--- config.mk ---
export PLATFORM = sky130hd
export DESIGN_NAME = sram_ctrl
export DESIGN_NICKNAME = d
export VERILOG_FILES = /design/src/rtl/sram_ctrl.sv
export SDC_FILE = /design/constraint.sdc
export NUM_CORES = 1
export LEC_CHECK = 0
export ABC_AREA = 1
export BUFFER_PORTS_ARGS = -buffer_cell sky130_fd_sc_hd__buf_2
export CAP_MARGIN = 20
export CORE_ASPECT_RATIO = 1.4
export CORE_MARGIN = 3
export CORE_UTILIZATION = 42
export DETAILED_ROUTE_END_ITERATION = 16
export GPL_ROUTABILITY_DRIVEN = 0
export PLACE_DENSITY = 0.76
export SLEW_MARGIN = 20
export SYNTH_ARGS = -nofsm -noshare
export SYNTH_HDL_FRONTEND = slang
export SYNTH_SLANG_ARGS = --single-unit
--- constraint.sdc ---
create_clock -name clk -period 1.4 [get_ports clk]
set_input_delay 0.35 -clock clk [delete_from_list [all_inputs] [get_ports clk]]
set_output_delay 0.35 -clock clk [all_outputs]
set_load 0.01 [all_outputs]
--- src/rtl/sram_ctrl.sv ---
// sram_ctrl: single-outstanding asynchronous SRAM controller for the MEM-stage data port.
// Every SRAM pin is a register loaded on FSM transitions; CPU inputs never reach a pin combinationally.
module sram_ctrl #(
    parameter int WAIT_CYCLES = 2,
    parameter int ADDR_W      = 20
) (
    input  logic              clk,
    input  logic              rst,
    input  logic              ce_i,
    input  logic              we_i,
    input  logic [31:0]       addr_i,
    input  logic [3:0]        sel_i,
    input  logic [31:0]       data_i,
    output logic [31:0]       data_o,
    output logic              ready_o,
    output logic [ADDR_W-1:0] sram_addr_o,
    input  logic [31:0]       sram_dq_i,
    output logic [31:0]       sram_dq_o,
    output logic              sram_dq_oe,
    output logic              sram_ce_n_o,
    output logic              sram_oe_n_o,
    output logic              sram_we_n_o,
    output logic [3:0]        sram_be_n_o
);

    typedef enum logic [2:0] {
        IDLE,
        READ,
        WR_SETUP,
        WR_PULSE,
        WR_HOLD,
        DONE
    } state_t;

    localparam logic [3:0] CNT_LOAD = 4'(WAIT_CYCLES - 1);

    state_t     state;
    logic [3:0] cnt;

    // Word-aligned, and upper bits alias by design.
    logic unused_addr;
    assign unused_addr = ^{addr_i[31:ADDR_W+2], addr_i[1:0]};

    always_ff @(posedge clk or negedge rst) begin
        if (!rst) begin
            state       <= IDLE;
            cnt         <= '0;
            ready_o     <= 1'b0;
            data_o      <= '0;
            sram_addr_o <= '0;
            sram_dq_o   <= '0;
            sram_dq_oe  <= 1'b0;
            sram_ce_n_o <= 1'b1;
            sram_oe_n_o <= 1'b1;
            sram_we_n_o <= 1'b1;
            sram_be_n_o <= 4'b1111;
        end else begin
            ready_o <= 1'b0;
            unique case (state)
                IDLE: begin
                    if (ce_i) begin
                        sram_addr_o <= addr_i[ADDR_W+1:2];
                        sram_ce_n_o <= 1'b0;
                        if (we_i) begin
                            sram_dq_o   <= data_i;
                            sram_dq_oe  <= 1'b1;
                            sram_be_n_o <= ~sel_i;
                            state       <= WR_SETUP;
                        end else begin
                            sram_oe_n_o <= 1'b0;
                            sram_be_n_o <= 4'b0000;
                            cnt         <= CNT_LOAD;
                            state       <= READ;
                        end
                    end
                end
                READ: begin
                    if (cnt == 4'd0) begin
                        data_o      <= sram_dq_i;
                        sram_ce_n_o <= 1'b1;
                        sram_oe_n_o <= 1'b1;
                        sram_be_n_o <= 4'b1111;
                        ready_o     <= 1'b1;
                        state       <= DONE;
                    end else begin
                        cnt <= cnt - 4'd1;
                    end
                end
                WR_SETUP: begin
                    sram_we_n_o <= 1'b0;
                    cnt         <= CNT_LOAD;
                    state       <= WR_PULSE;
                end
                WR_PULSE: begin
                    if (cnt == 4'd0) begin
                        sram_we_n_o <= 1'b1;
                        state       <= WR_HOLD;
                    end else begin
                        cnt <= cnt - 4'd1;
                    end
                end
                WR_HOLD: begin
                    sram_ce_n_o <= 1'b1;
                    sram_dq_oe  <= 1'b0;
                    sram_be_n_o <= 4'b1111;
                    ready_o     <= 1'b1;
                    state       <= DONE;
                end
                DONE: begin
                    // ce_i here still belongs to the finished request.
                    state <= IDLE;
                end
                default: begin
                    state <= IDLE;
                end
            endcase
        end
    end

endmodule

; ---- Word level (Yosys, flattened, before mapping)
; Index checks and enable logic that the tools add are counted.
[classes]
addsub = 1
n_eq_ne = 10
mux = 25
n_bitwise = 1
n_reduce_logical = 17
[op_table]
columns = operator, count
row1 = $mux W4, 6
row2 = $pmux W4 S3, 2
row3 = $pmux W3 S5, 1
row4 = $ne A2 B2 Y1 const B, 6
row5 = $reduce_and A3 Y1, 4
row6 = $mux W3, 3
row7 = $pmux W1 S2, 4
row8 = $reduce_and A4 Y1, 2
row9 = $mux W1, 7
row10 = $eq A3 B2 Y1 const B, 2
row11 = $reduce_and A2 Y1, 3
row12 = $reduce_bool A2 Y1, 3
row13 = $reduce_bool A3 Y1, 2
row14 = $logic_not A4 Y1, 1
row15 = $not A4 Y4, 1
row16 = $sub A4 B1 Y4 const B, 1
row17 = $eq A3 B1 Y1 const B, 1
row18 = $eq A3 B3 Y1 const B, 1
row19 = $logic_not A3 Y1, 1
row20 = $pmux W1 S3, 1
row21 = $mux W2, 1
row22 = $reduce_or A2 Y1, 1
[totals]
register_bits = 100
inputBits = 104
out_inout_bits = 93

; ---- Logic depth before layout (Yosys ltp)
; Gate-level depths: netlist (run 1).
[logic_depth]
word_depth = 4
ltp_mapped = 8
ltp_nobuf = 8

; ---- Least setup slack after synthesis (run 1)
; Ideal clock, no wire load.
[synth_path]
kind = reg-to-reg
start = reg cnt[0]
end = reg sram_be_n_o[3]
t_arrival_ns = 1.272
t_required_ns = 1.319
slack_ns = 0.047
stages_incl_launch_ff = 9
n_path_buf = 0
synth_period_minus_slack_ns = 1.353
cell_sequence = dfrtp_1 -> inv_1 -> ha_1 -> nand2_1 -> clkinv_1 -> nand2_2 -> nand2_1 -> o21ai_0 -> nand2_1
[synth_between]
elab_chain_len = 3
[synth_lines]
columns = item, line
row1 = from (decl), 38  ; logic [3:0] cnt;
row2 = from (signal assigned), 86  ; cnt <= cnt - 4'd1;
row3 = from (signal assigned), 99  ; cnt <= cnt - 4'd1;
row4 = $logic_not A4 Y1, 78  ; if (cnt == 4'd0) begin
row5 = $ne A2 B2 Y1 (no source line), -
row6 = $reduce_and A3 Y1 (no source line), -
row7 = to (signal assigned), 67  ; sram_be_n_o <= ~sel_i;
row8 = to (decl), 23  ; output logic [3:0] sram_be_n_o
; No other way between the ends.
; A chain may end at the register's enable or synchronous reset.

; ---- Worst setup path after layout (run 1)
[layout_path]
start = reg state[2]
end = reg data_o[16]
[layout_between]
elab_chain_len = 2
[layout_lines]
columns = item, line
row1 = from (decl), 37  ; state_t state;
row2 = from (signal assigned), 46  ; state <= IDLE;
row3 = from (signal assigned), 68  ; state <= WR_SETUP;
row4 = from (signal assigned), 73  ; state <= READ;
row5 = $eq A3 B1 Y1, 59  ; unique case (state)
row6 = $reduce_and A2 Y1 (no source line), -
row7 = to (signal assigned), 79  ; data_o <= sram_dq_i;
row8 = to (decl), 14  ; output logic [31:0] data_o,
; No other way between the ends.

==> results.json, run 1 <==
{
  "area_growth_syn_to_layout_pct": 37.94,
  "wl_per_cell_um": 13.34,
  "antenna_found_initial": 0,
  "vias_per_cell": 4.776,
  "fin_crit_ns": 1.366,
  "r2r_slack_ns": 0.03,
  "async_flop_share": 1.000,
  "cts_buffer_depth": 2,
  "synth_area_sq_mm": 0.004129,
  "nets": 771,
  "fp-row-count": 42,
  "syn_area_per_cell_sq_um": 8.841,
  "crit_end": "data_o[16]",
  "synth_fp_nets": 572,
  "rr_startpoint": "state[2]",
  "chipHeight_um": 123.3,
  "worstSetupStartpointType": "flop",
  "setup.worst_path.start": "state[2]",
  "r2r-end": "data_o[16]",
  "power_density_mw_per_mm2": 2321,
  "hp-class": "in -> reg",
  "cts_tree": "done",
  "die-area_sq_mm": 0.01107,
  "p_leak_nw": 3.278,
  "critical_path_class": "reg -> reg",
  "clk_latency_ns": 0.33,
  "cp.arrival_ns": 1.59,
  "die_x_um": 89.80,
  "clock_sinks": 100,
  "crit_fanout": 23,
  "yosys.area.top_type": "dfrtp_1",
  "ys.flop_type": "dfrtp_1",
  "coreArea_sq_mm": 0.009512,
  "seq_area_frac_synth": 0.6082,
  "detail-route-antenna-nets": 0,
  "initial_core_util": 0.4341,
  "fin_skew_ns": 0.006250,
  "synthCells": 467,
  "drive_above_1_share": 0.3696,
  "setup_violations": 0,
  "cp_data_required_time_ns": 1.62,
  "fin_hold_ws_ns": 0.2150,
  "io_buffers": 184,
  "ir_drop_mv": 1.040,
  "period_share": 0.9759,
  "yosys_warnings": 0,
  "clkTransAtPathRegs_ns": 0.07,
  "hold_violations": 0,
  "cp-end-kind": "flop",
  "pin_count": 197,
  "grt_pass1_vias": 3764,
  "worst_slack_ns": 0.03371,
  "dp.cells": 778,
  "synth_seq_cells": 100,
  "slew_viol_final": 0,
  "rr_worst_depth": 7,
  "fmax_mhz": 731.9,
  "cts_buffers": 9,
  "fill_cells": 852,
  "tns_ns": 0,
  "hpwlAfterDp_mm": 7.731,
  "slew_headroom": 0.8194,
  "yosys.cell_count.top_type": "nand2_1",
  "grtUsageTotal": 0.1940,
  "synth.distinct_cells": 24,
  "cts_root_buf": "clkbuf_16",
  "instances_no_fill": 803,
  "final_area_sq_mm": 0.005695,
  "post-synth-top-area-fraction": 0.5636,
  "drc": 0,
  "routed_wl_mm": 10.71,
  "grt_overflow_total": 0,
  "drt-pass1-iter-count": 4,
  "placed_area_sq_mm": 0.005255,
  "synth.area.top_cells": "dfrtp_1 (56%), nand2_1 (20%), nand3_1 (8.7%)",
  "dp_slack_ns": -0.09891,
  "grt_max_degree": 51,
  "grt_setup_unrepaired": "yes",
  "grt_pass1_wl_mm": 17.22,
  "num_vias": 3835,
  "synth-edff-count": 0,
  "status": "finished, final reports clean",
  "drtIter0Drc": 164,
  "synthTopCellsByCount": "nand2_1 (218), dfrtp_1 (93), nand3_1 (72)",
  "worstMarginPinSlew_ns": 0.2681,
  "antenna_cells": 0,
  "htreeDepth": 3,
  "cap_violations": 0
}
## worst max-delay path, stage by stage, from the launching register on
cell and delay, ns:
dfrtp_1 0.43, inv_2 0.14, nand2_2 0.10, nor2_4 0.19, nand2_4 0.10, buf_12 0.17, nand2_1 0.07, nand2_1 0.05
## registers in the layout, indices dropped and copies added (netlist names)
signal and count:
sram_addr_o 20, data_o 32, ready_o 1, sram_oe_n_o 1, sram_be_n_o 4, sram_dq_oe 1
cnt 4, sram_ce_n_o 1, sram_we_n_o 1, state 3, sram_dq_o 32
## per-layer routing
metal / wire [um] / share of wire / GRT usage / vias up
li1: - / - / - / 1872
met1: 4233 / 0.40 / 0.2286 / 1797
met2: 5389 / 0.50 / 0.3277 / 149
met3: 879 / 0.082 / 0.05782 / 17
met4: 209 / 0.020 / 0.09396 / 0
met5: 0 / 0 / 0 / -
## cell families (layout without fill, tap and decap cells)
group | count (synthesis) | count (layout) | share of synthesized area
AND/OR/NAND/NOR | 320 | 321 | 0.3242
flip-flops | 100 | 100 | 0.6082
buffers and inverters | 36 | 239 | 0.05061
AO/OA/AOI/OAI | 9 | 9 | 0.01182
adder cells (fa/ha/maj) | 1 | 1 | 0.003030
XOR/XNOR | 1 | 1 | 0.002122
## where the power goes
group / internal (W) / switching (W) / leakage, nW
clock network: 0.00138 / 0.000977 / 0.138
registers: 0.00434 / 0.000741 / 1.22
logic: 0.00236 / 0.00342 / 1.92
total: 0.00808 / 0.00514 / 3.28
## how the worst min path moves through the flow
stage	start	end	slack, ns	depth (start not counted)
5_1_grt	addr_i[11]	sram_addr_o[9]	0.22	3
6_report	addr_i[12]	sram_addr_o[10]	0.22	3
2_1_floorplan	rst	cnt[0]	0.05	0
4_1_cts	addr_i[3]	sram_addr_o[1]	0.21	3
3_3_place_gp	rst	data_o[25]	0.18	1
3_5_place_dp	rst	data_o[23]	0.19	1
## area by class of cell
class | instances | area [sq um] | share of cell area
Sequential cell | 100 | 2512 | 0.4411
Timing Repair Buffer | 210 | 1211 | 0.2127
Multi-Input combinational cell | 332 | 1473 | 0.2586
Tap cell | 132 | 165.2 | 0.02900
Clock buffer | 13 | 240.2 | 0.04218
Clock inverter | 3 | 40.04 | 0.007030
Inverter | 13 | 53.80 | 0.009446
## layout by cell type (no fill, tap or decap), types with 3 or more instances in the layout
master and count:
buf_2 183, dfstp_2 7, nor2_2 4, a21oi_1 4, clkbuf_16 9, buf_4 16, clkbuf_1 4, buf_12 6
inv_1 10, dfrtp_1 92, nand3_1 72, nand2_4 3, nor2_1 18, nand2_1 215, buf_6 4
## timing repair
action / 4_1_cts / 5_1_grt
resized for setup: 7 / 16
pin swaps: 0 / 2
setup buffers: 4 / 3
hold buffers: 1 / 0
setup endpoints to repair: 76 / 93
gates cloned: 1 / 0
hold endpoints to repair: 6 / 0
## stage by stage
step,total power [W],utilization
floorplan,0.008212,-
global placement,0.01034,0.5525
detailed placement,0.01059,0.5525
CTS,0.01315,0.5909
global route,0.01429,0.5988
finish,0.01322,0.5988
Note: power is estimated with default switching activity, not from simulation.
==> run 2, diff against run 1 <==
Settings changed: ABC_AREA 1 to unset, PLACE_DENSITY 0.76 to 0.77.
==> run 2 against run 1 <==
The flow now finishes with violations (setup timing). Critical endpoint is now data_o[15]. Sequential power is 4% higher. Sequential share of layout area shrank 4.8 points. Critical path type unchanged. Combinational power is 32% higher.
==> results.json, run 2 <==
{
  "fin_skew_ns": 0.006101,
  "grt_pass1_wl_mm": 17.27,
  "die_x_um": 89.12,
  "grt_setup_unrepaired": "yes",
  "power.switching_w": 0.004985,
  "tns_ns": -36.23,
  "pwr-share-comb": 0.503,
  "critical_path_class": "reg -> reg",
  "wl_per_cell_um": 19.09,
  "synth.area.top_cells": "dfrtp_1 (57%), mux2_2 (16%), mux2_4 (10%)",
  "synth-edff-count": 0,
  "clock_sinks": 100,
  "status": "complete, but fails checks",
  "pin_count": 197,
  "worst_path_max_delay_cell": "or3_4",
  "fill_cells": 635,
  "dp.cells": 561,
  "multiInputGateArea_sq_mm": 0.001733,
  "hp-class": "in -> reg",
  "chipHeight_um": 122.4,
  "fin_crit_ns": 2.026,
  "htreeDepth": 3,
  "cts_root_buf": "clkbuf_16",
  "wl_met3_um": 566,
  "path_cells": "inv_2 -> ha_4 -> or3b_4 -> or3_4 -> clkbuf_16 -> mux2_4",
  "slew_viol_final": 0,
  "coreArea_sq_mm": 0.009234,
  "synthTopCellsByCount": "dfrtp_1 (93), mux2_2 (56), mux2_4 (28)",
  "cts_tree": "done",
  "ys.flop_type": "dfrtp_1",
  "drtIter0Drc": 103,
  "instances_no_fill": 613,
  "synth_area_sq_mm": 0.004063,
  "async_flop_share": 1.000,
  "fp-row-count": 41,
  "num_vias": 3075,
  "switching_share": 0.3283,
  "nets": 605,
  "synth_seq_cells": 100,
  "path_buf_inv": 2,
  "wl_met1_mm": 4.325,
  "violations": "setup timing",
  "vias_per_cell": 5.016,
  "syn_area_per_cell_sq_um": 15.51,
  "clk_latency_ns": 0.33,
  "drc": 0,
  "routed.top_layer": "met4",
  "ir_drop_mv": 1.075,
  "drt-pass1-iter-count": 4,
  "cap_violations": 0,
  "clockPowerShare": 0.150,
  "initial_core_util": 0.4400,
  "cp-end-kind": "flop",
  "io_buffers": 184,
  "routed_wl_mm": 11.71,
  "setup_violations": 100,
  "area_growth_syn_to_layout_pct": 57.25,
  "drive_above_1_share": 0.7406,
  "cts_buffer_depth": 2,
  "route.met2.wl_mm": 6.634,
  "grt_overflow_total": 0,
  "yosys_warnings": 0,
  "hold_violations": 0,
  "grt_pass1_vias": 3319,
  "final_common_cell": "buf_2",
  "power_density_mw_per_mm2": 2377,
  "synth.distinct_cells": 33,
  "antenna_found_initial": 1,
  "worstSetupStartpointType": "flop",
  "p_leak_nw": 3.275,
  "cp.arrival_ns": 2.25,
  "most-common-layout-cells": "buf_2 (182), dfrtp_1 (92), mux2_4 (80), buf_4 (29)",
  "path_delay_family": "simple AND/OR/NAND/NOR gates",
  "register_area_sq_mm": 0.002512,
  "seq_power_share": 0.347,
  "fmax_mhz": 493.7,
  "hpwlAfterDp_mm": 7.657,
  "max_stage_delay_ns": 0.44,
  "grt_max_degree": 34,
  "clkTransAtPathRegs_ns": 0.07,
  "worst_slack_ns": -0.6256,
  "seq_area_frac_synth": 0.6181,
  "yosys.area.top_type": "dfrtp_1",
  "top_regs": "data_o: 32 flops, sram_dq_o: 32 flops, sram_addr_o: 20 flops",
  "period_share": 1.447,
  "cts_buffers": 9,
  "yosys.cell_count.top_type": "dfrtp_1",
  "worstMarginPinSlew_ns": 0.3763,
  "synthCells": 262,
  "post-synth-top-area-fraction": 0.5728,
  "crit_fanout": 6,
  "cp_data_required_time_ns": 1.62,
  "detail-route-antenna-nets": 0,
  "synth_fp_nets": 367,
  "grtUsageTotal": 0.2108,
  "slew_headroom": 0.7459,
  "p_int_w": 0.01020,
  "die-area_sq_mm": 0.01091
}
-- run 2: cells by family after synthesis --
group                    after synthesis  share of synthesized area
flip-flops                           100                     0.6181
multiplexers                          84                     0.2587
AND/OR/NAND/NOR                       33                    0.04466
AO/OA/AOI/OAI                         26                    0.04281
buffers and inverters                 18                    0.03264
adder cells (fa/ha/maj)                1                   0.003079
-- run 2: worst paths after layout --
check | cells past startpoint | startpoint | end | slack (ns)
setup / recovery | 6 | cnt[0] | data_o[15] | -0.63
hold / removal | 2 | ce_i | sram_ce_n_o | 0.21
setup reg to reg | 6 | cnt[0] | data_o[15] | -0.63
hold reg to reg | 1 | sram_be_n_o[2] | sram_be_n_o[2] | 0.50
max in group asynchronous | 3 | rst | sram_oe_n_o | 0.42
min in group asynchronous | 2 | rst | sram_addr_o[18] | 0.44
-- run 2: through the flow --
step | hold slack (ns) | utilization | setup WS, ns | total power (W) | area [sq um]
2_1_floorplan | 0.05441 | - | -0.6025 | 0.009256 | 4337
3_3_place_gp | 0.2530 | 0.5902 | -0.6812 | 0.01130 | 5450
4_1_cts | 0.2048 | 0.6776 | -0.6318 | 0.01487 | 6257
6_report | 0.2145 | 0.6919 | -0.6256 | 0.01518 | 6389
5_1_grt | 0.2148 | 0.6919 | -0.6668 | 0.01604 | 6389
3_5_place_dp | 0.2556 | 0.5902 | -0.7603 | 0.01154 | 5450
-- run 2: power groups by stage --
stage	Clock [W]	Combinational (W)	Sequential, W
2_1_floorplan	0	0.00342	0.00583
5_1_grt	0.00245	0.00815	0.00544
4_1_cts	0.00233	0.00727	0.00526
6_report	0.00228	0.00764	0.00527
3_5_place_dp	0	0.00627	0.00527
3_3_place_gp	0	0.00611	0.00519
-- run 2: layout make-up --
type / count / area share
Timing Repair Buffer: 242 / 0.2691
Antenna cell: 1 / 0.0003917
Inverter: 3 / 0.001763
Multi-Input combinational cell: 144 / 0.2712
Clock inverter: 6 / 0.005875
Sequential cell: 100 / 0.3933
Tap cell: 107 / 0.02096
Clock buffer: 10 / 0.03741
-- run 2: what timing repair did --
item,in CTS,in global routing
pin swaps,10,12
resized for setup,40,16
endpoints found under the setup margin,97,101
hold buffers,1,0
setup buffers,18,7
cloned,9,1
hold endpoints to repair,10,0
-- run 2: routing by layer --
layer / global-route usage / vias up
met3: 0.04164 / 10
met4: 0.07076 / 0
met1: 0.2396 / 1551
met2: 0.3851 / 108
li1: - / 1406
met5: 0 / -
-- run 2: worst reg2reg max path, stage by stage (launching register included) --
cell	delay (ns)
dfrtp_1	0.39
inv_2	0.08
ha_4	0.13
or3b_4	0.37
or3_4	0.44
clkbuf_16	0.21
mux2_4	0.29
